[src/rtl/io_register_target.sv]
// io_register_target: four-register IO target executing WRITE/READ/SWAP/ADD commands with a handshaked response
module io_register_target #(
  parameter int PORTBYTEWIDTH = 4,
  parameter int REGWIDTH      = 16
) (
  input  logic                       clk,
  input  logic                       async_rst_n,
  input  logic                       IOCommandEn,
  input  logic                       IOREQ,
  input  logic                       IOResponseRequested,
  input  logic [3:0]                 IODestRegIn,
  input  logic [PORTBYTEWIDTH*8-1:0] IODataIn,
  output logic                       IOACK,
  output logic                       IOCommandResponse,
  output logic                       IORegResponseFlag,
  output logic                       IOMemResponseFlag,
  output logic [3:0]                 IODestRegOut,
  output logic [PORTBYTEWIDTH*8-1:0] IODataOut
);
  localparam int DW = PORTBYTEWIDTH * 8;
  typedef enum logic [1:0] {IDLE, EXEC, RESP} state_t;
  state_t              state_q;
  logic [1:0]          op_q, idx_q;
  logic [REGWIDTH-1:0] val_q;
  logic [3:0]          dest_q, dest_out_q;
  logic                req_q;
  logic [REGWIDTH-1:0] r_q [4];
  logic                ack_q, cmd_q, regf_q, memf_q;
  logic [DW-1:0]       data_q, data_d;
  logic [REGWIDTH-1:0] old_d, r_d;
  logic                reserved;
  logic                unused_bits;
  assign reserved    = IODataIn[31:27] == 5'h1F;
  assign unused_bits = ^IODataIn;
  assign IOACK             = ack_q;
  assign IOCommandResponse = cmd_q;
  assign IORegResponseFlag = regf_q;
  assign IOMemResponseFlag = memf_q;
  assign IODestRegOut      = dest_out_q;
  assign IODataOut         = data_q;
  // Result of the latched op: new register value and zero-extended response word
  always_comb begin
    old_d  = r_q[idx_q];
    r_d    = op_q == 2'b01 ? old_d : op_q == 2'b11 ? old_d + val_q : val_q;
    data_d = '0;
    data_d[REGWIDTH-1:0] = op_q == 2'b00 ? val_q : old_d;
  end
  // Command FSM with registered handshake outputs; cmd_q gates acceptance so the first edge after reset only raises IDLE outputs
  always_ff @(posedge clk or negedge async_rst_n) begin
    if (!async_rst_n) begin
      state_q    <= IDLE;
      for (int i = 0; i < 4; i++) r_q[i] <= '0;
      op_q       <= '0;
      idx_q      <= '0;
      val_q      <= '0;
      dest_q     <= '0;
      req_q      <= 1'b0;
      ack_q      <= 1'b0;
      cmd_q      <= 1'b0;
      regf_q     <= 1'b0;
      memf_q     <= 1'b0;
      dest_out_q <= '0;
      data_q     <= '0;
    end else begin
      case (state_q)
        IDLE: begin
          ack_q <= 1'b1;
          cmd_q <= 1'b1;
          if (cmd_q && IOCommandEn && !reserved) begin
            op_q    <= IODataIn[29:28];
            idx_q   <= IODataIn[25:24];
            val_q   <= IODataIn[REGWIDTH-1:0];
            dest_q  <= IODestRegIn;
            req_q   <= IOResponseRequested;
            ack_q   <= 1'b0;
            cmd_q   <= 1'b0;
            state_q <= EXEC;
          end
        end
        EXEC: begin
          r_q[idx_q] <= r_d;
          data_q     <= data_d;
          dest_out_q <= dest_q;
          regf_q     <= req_q;
          memf_q     <= !req_q;
          ack_q      <= 1'b1;
          state_q    <= RESP;
        end
        RESP: begin
          if (IOREQ) begin
            cmd_q   <= 1'b1;
            regf_q  <= 1'b0;
            memf_q  <= 1'b0;
            state_q <= IDLE;
          end
        end
        default: state_q <= IDLE;
      endcase
    end
  end
endmodule

[config.mk]
export PLATFORM = sky130hd
export DESIGN_NAME = io_register_target
export DESIGN_NICKNAME = d
export VERILOG_FILES = /design/src/rtl/io_register_target.sv
export SDC_FILE = /design/constraint.sdc
export NUM_CORES = 1
export LEC_CHECK = 0
export ABC_AREA = 0
export BUFFER_PORTS_ARGS = -buffer_cell sky130_fd_sc_hd__buf_4
export CAP_MARGIN = 20
export CORE_UTILIZATION = 30
export CTS_CLUSTER_DIAMETER = 150
export DETAILED_ROUTE_END_ITERATION = 16
export GPL_ROUTABILITY_DRIVEN = 0
export SYNTH_ARGS = -nofsm -noshare
export SYNTH_HDL_FRONTEND = slang
export SYNTH_SLANG_ARGS = --single-unit
[constraint.sdc]
create_clock -name clk -period 4.39 [get_ports clk]
set_input_delay 0.6585 -clock clk [delete_from_list [all_inputs] [get_ports clk]]
set_output_delay 0.6585 -clock clk [all_outputs]
set_load 0.1 [all_outputs]
==> Flow_metrics.wiki <==
{| class="wikitable"
! Metric !! Value
|-
| Number of buffers on the longest clock path || 2
|-
| Via count of the first global-routing pass || 4311
|-
| Synth Area in Simple Gates || 13.3%
|-
| Router iterations before antenna repair || 5
|-
| Number of nets at the end of the flow || 708
|-
| Maximum frequency from static timing analysis || 287 MHz
|-
| Critical Path Source Type || register
|-
| Antenna violations before repair || 0
|-
| Largest area contributor in the synthesized netlist || sky130_fd_sc_hd__dfrtp_1
|-
| Setup repair after global routing missed its margin || no
|-
| Clock input transition at the sequential cells of the worst setup and hold paths || 0.06 ns
|-
| Result of the run || completed
|-
| Combinational family with the most area after synthesis || multiplexers
|-
| Critical-path maximum fanout || 8
|-
| Number of port buffers || 55
|-
| Number of buffers inserted to repair setup after CTS || 0
|-
| First-pass GRT wire length || 22800 um
|-
| Die width || 144 um
|-
| TNS Setup || 0 ns
|-
| Share of flip-flops with an asynchronous set or reset || 100%
|-
| Final HPWL from detailed placement || 9560 um
|-
| Fraction of the yosys area taken by sequential cells || 47.6%
|-
| Xor and xnor area share after synthesis || 1.30%
|-
| Number of warnings issued by yosys || 0
|-
| Post-synthesis sequential element count || 115
|-
| Share of Yosys cell area claimed by the top area cell type || 47.6%
|-
| Number of max-slew violations in the final report || 0
|-
| Residual antenna-violating net count after detailed routing || 0
|-
| Number of cell rows || 51
|-
| Clock tree root buffer cell || sky130_fd_sc_hd__clkbuf_16
|-
| GR Overflow Total || 0
|-
| Post-cts repair resize count || 0
|-
| Worst min-delay path class || primary input to async pin
|-
| Top-level port count || 81
|-
| Final Skew || 0.00937 ns
|-
| Endpoint required time on the critical path || 4.68 ns
|-
| Wirelength per Cell || 14.8 um
|-
| Clk Latency, worst-skew pair || 0.41 ns
|-
| Portion of the clock cycle consumed by the worst path in the final layout || 79.4%
|-
| Most frequently used flop master after synthesis || sky130_fd_sc_hd__dfrtp_1
|-
| Core footprint || 19600 um2
|-
| Maximum number of pins on one net before global-route repair || 64
|-
| Layout filler cell count || 1936
|-
| Starting density of the core || 30.8%
|-
| Endpoint arrival time on the critical path || 3.78 ns
|-
| Worst hold slack || 0.354 ns
|-
| Total number of vias || 4528
|-
| Clk sink count || 115
|-
| Post-Syn Area || 6040 um2
|-
| Time the final worst path needs with I/O delays and setup || 3.49 ns
|-
| TritonCTS Buffers || 17
|-
| Area delta synth->final || 21.3%
|-
| Synth Area in Compound Gates || 13.9%
|-
| Hold Fails Final Rpt || 0
|-
| Max-capacitance violation count || 0
|-
| Final antenna diode count || 0
|-
| Portion of netlist area occupied by mux cells || 15.4%
|-
| Area of the multi-input gates || 2940 um2
|-
| 1st-iter DRT viols || 208
|-
| Final setup vio count || 0
|-
| Number of H-tree branching levels || 4
|-
| Number of remaining DRC errors || 0
|-
| Nature of the critical path endpoint || register
|-
| Count of different cell masters after synthesis || 50
|-
| Clock tree from TritonCTS || done
|-
| Routed wire length || 13800 um
|-
| Die ar. || 20700 um2
|-
| Worst Max-Slew Pin Slew || 0.953 ns
|-
| Vertical extent of the die || 144 um
|-
| Gate count after technology mapping || 596
|-
| Synth top area cells || sky130_fd_sc_hd__dfrtp_1, sky130_fd_sc_hd__nand2_1, sky130_fd_sc_hd__o21ai_0
|-
| Relative slew slack || 36.2%
|-
| Number of buffers inserted for hold repair after clock tree synthesis || 0
|-
| Overall routing resource usage || 14.3%
|-
| Critical path class || register to register
|-
| Post-synth EDFFs || 0
|-
| Vias per std cell || 4.87
|-
| Average footprint of a synthesized cell || 10.1 um2
|-
| Arithmetic-cell share of the synthesized area counting full adders, half adders and majority gates || 3.44%
|-
| Proportion of layout cells with a drive suffix above 1 || 20.8%
|-
| Sequential standard cell area || 2880 um2
|}
worst max-delay path: stages, from the launching register on:
cell	delay, ns
sky130_fd_sc_hd__dfrtp_1	0.55
sky130_fd_sc_hd__buf_4	0.29
sky130_fd_sc_hd__mux4_2	0.58
sky130_fd_sc_hd__ha_1	0.36
sky130_fd_sc_hd__a21oi_1	0.23
sky130_fd_sc_hd__o211ai_1	0.21
sky130_fd_sc_hd__a31o_2	0.33
sky130_fd_sc_hd__a31oi_1	0.55
sky130_fd_sc_hd__nand3b_1	0.19
sky130_fd_sc_hd__nand3_1	0.07
layer usage:
layer  track usage (%)  vias to the layer above  share of wire (%)
li1                  -                     2209                  -
met1              19.6                     2209                 49
met2              22.5                       97                 47
met3              2.57                       13                3.7
met4              5.04                        0               0.96
met5                 0                        -                  0
kinds of logic after synthesis:
logic type,after synthesis
AOI/OAI and AO/OA,146
xor gates and xnor gates,9
adders and majority gates,16
buffers and inverters,58
DFF,115
muxes,66
other,1
and+or+nand+nor,185
final timing paths:
path,from,to,slack [ns],depth (start not counted)
min in group clk,IOREQ,state_q[1],0.44,2
worst max-delay path,idx_q[0],r_q[47],0.90,9
max in group asynchronous,async_rst_n,r_q[53],3.17,2
worst min register to register,dest_q[0],IODestRegOut[0],0.46,2
worst min-delay path,async_rst_n,val_q[4],0.35,1
worst max register to register,idx_q[0],r_q[47],0.90,9
flip-flops by register name, summed over array words and instances, names as in the netlist:
name	count
IORegResponseFlag	1
IOMemResponseFlag	1
IOACK	1
r_q	64
idx_q	2
IOCommandResponse	1
op_q	2
IODestRegOut	4
dest_q	4
req_q	1
IODataOut	16
state_q	2
val_q	16
final cells by class:
| class | count | share of cell area, % |
|---|---|---|
| clock buffers | 17 | 5.80 |
| clock inverters | 15 | 2.17 |
| inverters | 9 | 0.461 |
| multi-input cells | 438 | 40.1 |
| flip-flops and latches | 115 | 39.2 |
| well taps | 265 | 4.52 |
| repair buffers | 70 | 7.71 |
cell usage in the layout (no fill, tap or decap), types with 7 or more instances in the layout:
master and n:
sky130_fd_sc_hd__a21oi_1 33, sky130_fd_sc_hd__buf_4 68, sky130_fd_sc_hd__clkbuf_16 17, sky130_fd_sc_hd__conb_1 16, sky130_fd_sc_hd__dfrtp_1 115, sky130_fd_sc_hd__ha_1 15
sky130_fd_sc_hd__inv_1 9, sky130_fd_sc_hd__mux2_2 25, sky130_fd_sc_hd__mux2i_1 25, sky130_fd_sc_hd__mux4_1 11, sky130_fd_sc_hd__nand2_1 110, sky130_fd_sc_hd__nand3_1 14
sky130_fd_sc_hd__nand3b_1 7, sky130_fd_sc_hd__nor2_1 27, sky130_fd_sc_hd__o21ai_0 78
cell usage after synthesis, drive strengths merged (7+ instances only):
| library cell | number |
|---|---|
| dfrtp | 115 |
| nand2 | 110 |
| o21ai | 79 |
| a21oi | 33 |
| nor2 | 28 |
| buf | 25 |
| mux2 | 25 |
| mux2i | 25 |
| clkbuf | 24 |
| mux4 | 16 |
| ha | 15 |
| nand3 | 14 |
| inv | 9 |
| nand3b | 7 |
metrics by stage:
step	cell area, um2	instances	util (%)	setup WS, ns
2_1_floorplan	6100	611	-	1.48
3_3_place_gp	6690	895	34.2	0.952
3_5_place_dp	6720	896	34.3	0.909
4_1_cts	7310	928	37.3	0.892
5_1_grt	7330	929	37.4	0.612
6_report	7330	929	37.4	0.905
Power is left out: the tool's default activity adds up to more than one toggle a clock period on the data nets, which glitch-free logic cannot reach.
